===== src/rtl/vga_rx_decoder.sv =====
// vga_rx_decoder: samples VGA hsync/vsync/rgb, recovers pixel coordinates,
// checks line and frame timing and tracks lock.
module vga_rx_decoder #(
  parameter int H_SYNC      = 96,
  parameter int H_BACK      = 48,
  parameter int H_ACTIVE    = 640,
  parameter int H_TOTAL     = 800,
  parameter int V_SYNC      = 2,
  parameter int V_BACK      = 33,
  parameter int V_ACTIVE    = 480,
  parameter int V_TOTAL     = 525,
  parameter int LOCK_FRAMES = 2
) (
  input  logic        sys_clk,
  input  logic        sys_rst_n,
  input  logic        pix_ce,
  input  logic        hsync,
  input  logic        vsync,
  input  logic [15:0] rgb,
  output logic        px_valid,
  output logic [9:0]  px_x,
  output logic [9:0]  px_y,
  output logic [15:0] px_rgb,
  output logic        frame_start,
  output logic        frame_done,
  output logic        locked,
  output logic        h_err,
  output logic        v_err,
  output logic [7:0]  frame_cnt
);

  localparam logic [10:0] H_VIS0 = 11'(H_SYNC + H_BACK);
  localparam logic [10:0] H_VIS1 = 11'(H_SYNC + H_BACK + H_ACTIVE);
  localparam logic [10:0] H_LAST = 11'(H_TOTAL - 1);
  localparam logic [10:0] H_TO   = 11'(2 * H_TOTAL - 1);
  localparam logic [10:0] V_VIS0 = 11'(V_SYNC + V_BACK);
  localparam logic [10:0] V_VIS1 = 11'(V_SYNC + V_BACK + V_ACTIVE);
  localparam logic [10:0] V_LAST = 11'(V_TOTAL - 1);
  localparam logic [10:0] V_TO   = 11'(2 * V_TOTAL - 1);
  localparam logic [10:0] CNT_MAX = 11'h7ff;
  localparam logic [7:0]  LOCK_N = 8'(LOCK_FRAMES);

  typedef enum logic [1:0] {SEARCH, ALIGN, TRACK, LOCKED} state_t;

  logic        hs_q, hs_d, hs_p_q, hs_p_d;
  logic        vs_q, vs_d, vs_p_q, vs_p_d;
  logic [15:0] rgb_s_q, rgb_s_d, rgb_c_q, rgb_c_d;
  logic        ce1_q, ce1_d, ce2_q, ce2_d;
  logic [10:0] h_cnt_q, h_cnt_d, v_cnt_q, v_cnt_d;
  logic [10:0] h_inc, v_inc;
  state_t      state_q, state_d;
  logic [7:0]  good_q, good_d;
  logic        h_arm_q, h_arm_d;
  logic        h_err_q, h_err_d, v_err_q, v_err_d;
  logic        locked_q, locked_d;
  logic        px_valid_q, px_valid_d;
  logic [9:0]  px_x_q, px_x_d, px_y_q, px_y_d;
  logic [15:0] px_rgb_q, px_rgb_d;
  logic        frame_start_q, frame_start_d;
  logic        last_q, last_d;
  logic        frame_done_q, frame_done_d;
  logic [7:0]  frame_cnt_q, frame_cnt_d;
  logic        hs_le, vs_le, trk, chk_on;
  logic        h_bad, h_to, v_bad, v_to, tmo;
  logic        h_vis, v_vis;

  // Leading edge of an active-low sync is its high-to-low transition.
  assign hs_le = hs_p_q & ~hs_q;
  assign vs_le = vs_p_q & ~vs_q;
  assign trk   = (state_q == TRACK) || (state_q == LOCKED);

  always_comb begin
    hs_d    = hs_q;
    hs_p_d  = hs_p_q;
    vs_d    = vs_q;
    vs_p_d  = vs_p_q;
    rgb_s_d = rgb_s_q;
    if (pix_ce) begin
      hs_d    = hsync;
      vs_d    = vsync;
      hs_p_d  = hs_q;
      vs_p_d  = vs_q;
      rgb_s_d = rgb;
    end
    ce1_d = pix_ce;
    ce2_d = ce1_q;
  end

  always_comb begin
    h_inc = (h_cnt_q == CNT_MAX) ? h_cnt_q : h_cnt_q + 11'd1;
    v_inc = (v_cnt_q == CNT_MAX) ? v_cnt_q : v_cnt_q + 11'd1;
    h_bad = hs_le && h_arm_q && (h_cnt_q != H_LAST);
    h_to  = !hs_le && (h_cnt_q == H_TO);
    v_bad = vs_le && trk && (v_cnt_q != V_LAST);
    v_to  = hs_le && !vs_le && (v_cnt_q == V_TO);
    chk_on  = ce1_q && (state_q != SEARCH);
    h_err_d = chk_on && (h_bad || h_to);
    v_err_d = chk_on && (v_bad || v_to);
    tmo     = chk_on && (h_to || v_to);
    h_cnt_d = h_cnt_q;
    v_cnt_d = v_cnt_q;
    state_d = state_q;
    good_d  = good_q;
    h_arm_d = h_arm_q;
    rgb_c_d = rgb_c_q;
    if (ce1_q) begin
      h_cnt_d = hs_le ? 11'd0 : h_inc;
      if (vs_le) v_cnt_d = 11'd0;
      else if (hs_le) v_cnt_d = v_inc;
      rgb_c_d = rgb_s_q;
      h_arm_d = (state_q != SEARCH) && (h_arm_q || hs_le);
      unique case (state_q)
        SEARCH: if (hs_le) state_d = ALIGN;
        ALIGN: begin
          if (tmo) state_d = SEARCH;
          else if (vs_le) begin
            state_d = TRACK;
            good_d  = 8'd0;
          end
        end
        default: begin
          if (tmo) state_d = SEARCH;
          else if (h_err_d || v_err_d) state_d = ALIGN;
          else if (vs_le && state_q == TRACK) begin
            good_d = good_q + 8'd1;
            if (good_d >= LOCK_N) state_d = LOCKED;
          end
        end
      endcase
    end
    locked_d = (state_d == LOCKED);
  end

  always_comb begin
    h_vis = (h_cnt_q >= H_VIS0) && (h_cnt_q < H_VIS1);
    v_vis = (v_cnt_q >= V_VIS0) && (v_cnt_q < V_VIS1);
    px_valid_d = ce2_q && trk && h_vis && v_vis;
    px_x_d   = px_x_q;
    px_y_d   = px_y_q;
    px_rgb_d = px_rgb_q;
    if (px_valid_d) begin
      px_x_d   = 10'(h_cnt_q - H_VIS0);
      px_y_d   = 10'(v_cnt_q - V_VIS0);
      px_rgb_d = rgb_c_q;
    end
    frame_start_d = px_valid_d && (h_cnt_q == H_VIS0)
                    && (v_cnt_q == V_VIS0);
    last_d = px_valid_d && (h_cnt_q == H_VIS1 - 11'd1)
             && (v_cnt_q == V_VIS1 - 11'd1);
    frame_done_d = last_q;
    frame_cnt_d  = frame_cnt_q + {7'd0, last_q};
  end

  always_ff @(posedge sys_clk) begin
    if (!sys_rst_n) begin
      hs_q          <= 1'b1;
      hs_p_q        <= 1'b1;
      vs_q          <= 1'b1;
      vs_p_q        <= 1'b1;
      rgb_s_q       <= '0;
      rgb_c_q       <= '0;
      ce1_q         <= 1'b0;
      ce2_q         <= 1'b0;
      h_cnt_q       <= '0;
      v_cnt_q       <= '0;
      state_q       <= SEARCH;
      good_q        <= '0;
      h_arm_q       <= 1'b0;
      h_err_q       <= 1'b0;
      v_err_q       <= 1'b0;
      locked_q      <= 1'b0;
      px_valid_q    <= 1'b0;
      px_x_q        <= '0;
      px_y_q        <= '0;
      px_rgb_q      <= '0;
      frame_start_q <= 1'b0;
      last_q        <= 1'b0;
      frame_done_q  <= 1'b0;
      frame_cnt_q   <= '0;
    end else begin
      hs_q          <= hs_d;
      hs_p_q        <= hs_p_d;
      vs_q          <= vs_d;
      vs_p_q        <= vs_p_d;
      rgb_s_q       <= rgb_s_d;
      rgb_c_q       <= rgb_c_d;
      ce1_q         <= ce1_d;
      ce2_q         <= ce2_d;
      h_cnt_q       <= h_cnt_d;
      v_cnt_q       <= v_cnt_d;
      state_q       <= state_d;
      good_q        <= good_d;
      h_arm_q       <= h_arm_d;
      h_err_q       <= h_err_d;
      v_err_q       <= v_err_d;
      locked_q      <= locked_d;
      px_valid_q    <= px_valid_d;
      px_x_q        <= px_x_d;
      px_y_q        <= px_y_d;
      px_rgb_q      <= px_rgb_d;
      frame_start_q <= frame_start_d;
      last_q        <= last_d;
      frame_done_q  <= frame_done_d;
      frame_cnt_q   <= frame_cnt_d;
    end
  end

  assign px_valid    = px_valid_q;
  assign px_x        = px_x_q;
  assign px_y        = px_y_q;
  assign px_rgb      = px_rgb_q;
  assign frame_start = frame_start_q;
  assign frame_done  = frame_done_q;
  assign locked      = locked_q;
  assign h_err       = h_err_q;
  assign v_err       = v_err_q;
  assign frame_cnt   = frame_cnt_q;

endmodule

===== config.mk =====
export PLATFORM = sky130hd
export DESIGN_NAME = vga_rx_decoder
export DESIGN_NICKNAME = d
export VERILOG_FILES = /design/src/rtl/vga_rx_decoder.sv
export SDC_FILE = /design/constraint.sdc
export NUM_CORES = 1
export LEC_CHECK = 0
export ABC_AREA = 1
export BUFFER_PORTS_ARGS = -buffer_cell sky130_fd_sc_hd__buf_2
export CELL_PAD_IN_SITES_DETAIL_PLACEMENT = 0
export CELL_PAD_IN_SITES_GLOBAL_PLACEMENT = 1
export CORE_ASPECT_RATIO = 1.75
export CORE_MARGIN = 2
export CORE_UTILIZATION = 40
export DETAILED_ROUTE_END_ITERATION = 8
export PLACE_DENSITY = 0.87
export SLEW_MARGIN = 20
export SYNTH_ARGS = -nofsm -noshare
export SYNTH_HDL_FRONTEND = slang
export SYNTH_SLANG_ARGS = --single-unit

===== constraint.sdc =====
create_clock -name sys_clk -period 4.6 [get_ports sys_clk]
set_clock_uncertainty 0.15 [all_clocks]
set_input_delay 0.92 -clock sys_clk [delete_from_list [all_inputs] [get_ports sys_clk]]
set_output_delay 0.92 -clock sys_clk [all_outputs]
set_load 0.005 [all_outputs]

==> results.txt <==
----------------------------------------------------
[Run status]
  Status ... complete, no violations

[Synthesis]
  Portion of the post-synthesis area used by sequential elements ... 0.448
  Number of enable flip-flop cells after synthesis ... 0
  Area share of the largest cell type after synthesis ... 0.448
  Library cell with the highest instance count after synthesis ... sky130_fd_sc_hd__nor2_1
  Number of library cell types mapped by synthesis ... 37
  Post-synth top cells ... 195 x sky130_fd_sc_hd__nor2_1, 122 x sky130_fd_sc_hd__dfxtp_1, 98 x sky130_fd_sc_hd__nand2_1, 74 x sky130_fd_sc_hd__o21ai_0, 55 x sky130_fd_sc_hd__inv_1
  Post-synthesis instance area ... 5460 µm²
  Largest cells by area after synthesis ... sky130_fd_sc_hd__dfxtp_1 45%, sky130_fd_sc_hd__nor2_1 13%, sky130_fd_sc_hd__o21ai_0 6.8%
  Number of synthesized register bits ... 122
  Synth warnings ... 0
  Cell type with the highest aggregate area in the netlist ... sky130_fd_sc_hd__dfxtp_1
  Share of flip-flops with an asynchronous set or reset after synthesis ... 0
  Syn Nets ... between 700 and 800
  Number of instances in the synthesized netlist ... around 750
  Avg Cell Area, Syn ... 7.30 µm²
  Primary flip-flop cell chosen by synthesis mapping ... sky130_fd_sc_hd__dfxtp_1

[Hold path]
  Hold Path Class ... register to register
  Number of cells traversed by the worst hold path ... 2

[Clock network]
  Number of buffers inserted by hold repair at cts ... 0
  Clock insertion delay at the later pin of the skew report ... 0.42 ns
  Root buffer cell ... sky130_fd_sc_hd__clkbuf_16
  CTS HTree Levels ... 4
  Cts bufs inserted ... 17
  Maximum clock path buffer count ... 2
  Number of clock sinks ... ~120
  Buffers inserted by post-CTS timing repair ... 0
  Clock transition at path regs ... 0.06 ns
  TritonCTS clock tree ... yes
  Number of resized instances in the post-cts repair step ... 0

[GRT]
  M1 GR Usage ... 0.209
  Met3 GRT Util ... 0.0450
  Vias in the first global route ... 4,659
  Remaining global-route overflow ... 0
  Global router's overall resource usage ... 0.186
  Maximum number of pins on one net before global-route repair ... 63
  Met2 Track Usage GR ... 0.337
  Number of antenna violations at the first check in global routing ... 0
  First-pass GRT wire length ... approximately 22 mm
  Most used routing layer ... met2

[Setup path]
  Family of cells with the greatest summed delay on the critical path ... simple AND/OR/NAND/NOR gates
  CP Launch Point ... h_cnt_q[5]$_SDFFE_PN0P_
  Levels on crit path ... 11
  Type of destination of the critical path ... register
  Critical path data arrival time ... between 2 and 3 ns
  Crit path kind ... register to register
  CP peak stage delay ... 0.57 ns
  Maximum fanout count along the critical path ... 40
  Endpoint of the lowest-slack register-to-register path ... px_x[5]$_SDFFE_PN0P_
  Combined buffer and inverter count along the critical path ... 3
  Source of the worst register-to-register timing path ... h_cnt_q[5]$_SDFFE_PN0P_
  Cell count of the worst reg-to-reg path ... 11
  Cell at the slowest stage of the critical path ... sky130_fd_sc_hd__inv_2
  Worst reg2reg setup slack ... slightly above 2 ns
  Endpoint required time on the critical path ... 4.75 ns
  Cell chain of the critical path ... inv_1 > ha_1 > inv_1 > nor3_1 > nand3_1 > nand3_1 > nand3_4 > inv_2 > nand2_1 > nand2_1 > nor2_1
  Startpoint Class ... register
  End point of the critical path ... px_x[5]$_SDFFE_PN0P_

[STA]
  Worst-margin pin slew ... 0.765 ns
  Final Cycle Share ... 0.563
  Minimum period implied by the final worst setup slack ... 2.59 ns
  Highest clock frequency the design can meet ... 386 MHz
  Final Hold Fails ... 0
  RSZ-0062 raised after global routing ... false
  Final count of negative-setup-slack endpoints ... 0
  Final sum of negative setup slack ... 0 ns
  Worst Slack Setup Final ... around 2.0 ns
  Fin. max-slew vios ... 0
  Max transition margin ... 0.490

[Placement]
  Total of buffers placed on input and output ports ... 70
  Dpl hpwl ... 9.02 mm
  RePlAce Congestion ... 0.854
  Post-place setup slack ... 1.83 ns
  Instance area after placement ... 5870 µm²

[Power]
  Leakage power ... slightly below 3 nW
  Power, Total ... 2.54 mW
  Worst VDD drop ... 0.000269 V
  Power density relative to cell area ... 393 nW/µm²

[Floorplan]
  Total die area ... 14,600 µm²
  Row Count ... 56
  Ports placed on the boundary ... about 70
  DIE WIDTH ... 92.3 µm
  Initial core utilization ... 0.408
  Core ar. ... 13,400 µm²
  Floorplan die height ... 159 µm

[Drt]
  DRT iter0 DRCs ... 200
  Via density per instance ... around 4.8
  Total detailed-routing wirelength ... between 10 and 15 mm
  Number of vias after detailed routing ... 4,750
  Average wire per cell in the routed design ... 12.7 µm
  Routed Antenna Nets ... 0
  DRC violation count after routing ... 0
  Initial DRT Pass Iterations ... 4

[Layout]
  Post-route design area ... between 6000 and 7000 µm²
  Fraction of final layout cells sized beyond drive strength 1 ... 0.177
  Register area ... 2440 µm²
  Fillers ... roughly 1,400
  Area overhead of the layout relative to synthesis ... 18.3%
  Multi-input gate area ... 2590 µm²
  NumNets Final ... roughly 840
  Number of inserted diodes ... 0

[Flow run]
  Max-capacitance violation count ... 0

----------------------------------------------------
-- through the flow --
stage	util	hold WS (ns)	std cells
CTS	0.482	0.312	994
global route	0.482	0.336	994
detailed placement	0.439	0.304	963
finish	0.482	0.310	994
floorplan	-	0.267	747
global placement	0.439	0.297	963
-- layout by cell type (no fill, tap or decap), types with 10 or more instances in the layout --
master,instances
sky130_fd_sc_hd__nor2_1,195
sky130_fd_sc_hd__dfxtp_1,122
sky130_fd_sc_hd__nand2_1,98
sky130_fd_sc_hd__o21ai_0,74
sky130_fd_sc_hd__buf_2,70
sky130_fd_sc_hd__inv_1,55
sky130_fd_sc_hd__a21oi_1,35
sky130_fd_sc_hd__nand3_1,32
sky130_fd_sc_hd__clkbuf_16,17
sky130_fd_sc_hd__xor2_1,16
sky130_fd_sc_hd__ha_1,14
sky130_fd_sc_hd__inv_2,12
sky130_fd_sc_hd__nor3_1,10
-- worst min-delay path: stages (launching register included) --
cell,delay (ns)
sky130_fd_sc_hd__dfxtp_1,0.29
sky130_fd_sc_hd__inv_1,0.05
sky130_fd_sc_hd__o21ai_0,0.06
-- state kept, by name, indices dropped and copies added (netlist names), 2 cells and up --
signal     cells
px_y          10
px_x          10
rgb_s_q       16
state_q        2
v_cnt_q       11
px_rgb        16
rgb_c_q       16
frame_cnt      8
good_q         8
h_cnt_q       11
-- metal layers --
| layer | wire length (µm) | vias up |
|---|---|---|
| met5 | 0 | - |
| met4 | 282 | 0 |
| met1 | 5370 | 2132 |
| li1 | - | 2505 |
| met3 | 488 | 16 |
| met2 | 6470 | 97 |
-- report_power, final --
| part | total [mW] | internal, mW | switching, mW |
|---|---|---|---|
| combinational | 0.113 | 0.0364 | 0.0761 |
| sequential | 1.10 | 1.08 | 0.0175 |
| clock | 1.32 | 0.845 | 0.479 |
-- cell type report --
cell class	instances	area share
Multi-Input combinational cell	527	0.401
Inverter	69	0.0409
Clock buffer	19	0.0671
Tap cell	174	0.0337
Sequential cell	122	0.378
Clock inverter	12	0.0233
Timing Repair Buffer	71	0.0554
-- how the worst min path moves through the flow --
stage	start	endpoint	slack, ns
after floorplan	frame_done_d$_SDFF_PN0_	frame_done$_SDFF_PN0_	0.27
after global placement	hs_p_q$_SDFFE_PN1P_	hs_p_q$_SDFFE_PN1P_	0.30
after detailed placement	hs_p_q$_SDFFE_PN1P_	hs_p_q$_SDFFE_PN1P_	0.30
after CTS	hs_p_q$_SDFFE_PN1P_	hs_p_q$_SDFFE_PN1P_	0.31
after global routing	hs_p_q$_SDFFE_PN1P_	hs_p_q$_SDFFE_PN1P_	0.34
final	hs_p_q$_SDFFE_PN1P_	hs_p_q$_SDFFE_PN1P_	0.31
-- logic make-up (layout without fill, tap and decap cells) --
logic type                 count (synthesis)  after routing  synth area share
and+or+nand+nor                          373            373             0.298
AOI/OAI and AO/OA                        123            123             0.118
adders and majority gates                 14             14            0.0321
xor gates and xnor gates                  17             17            0.0273
buffers and inverters                     98            171            0.0775
DFF                                      122            122             0.448
(Power assumes the default switching activity.)
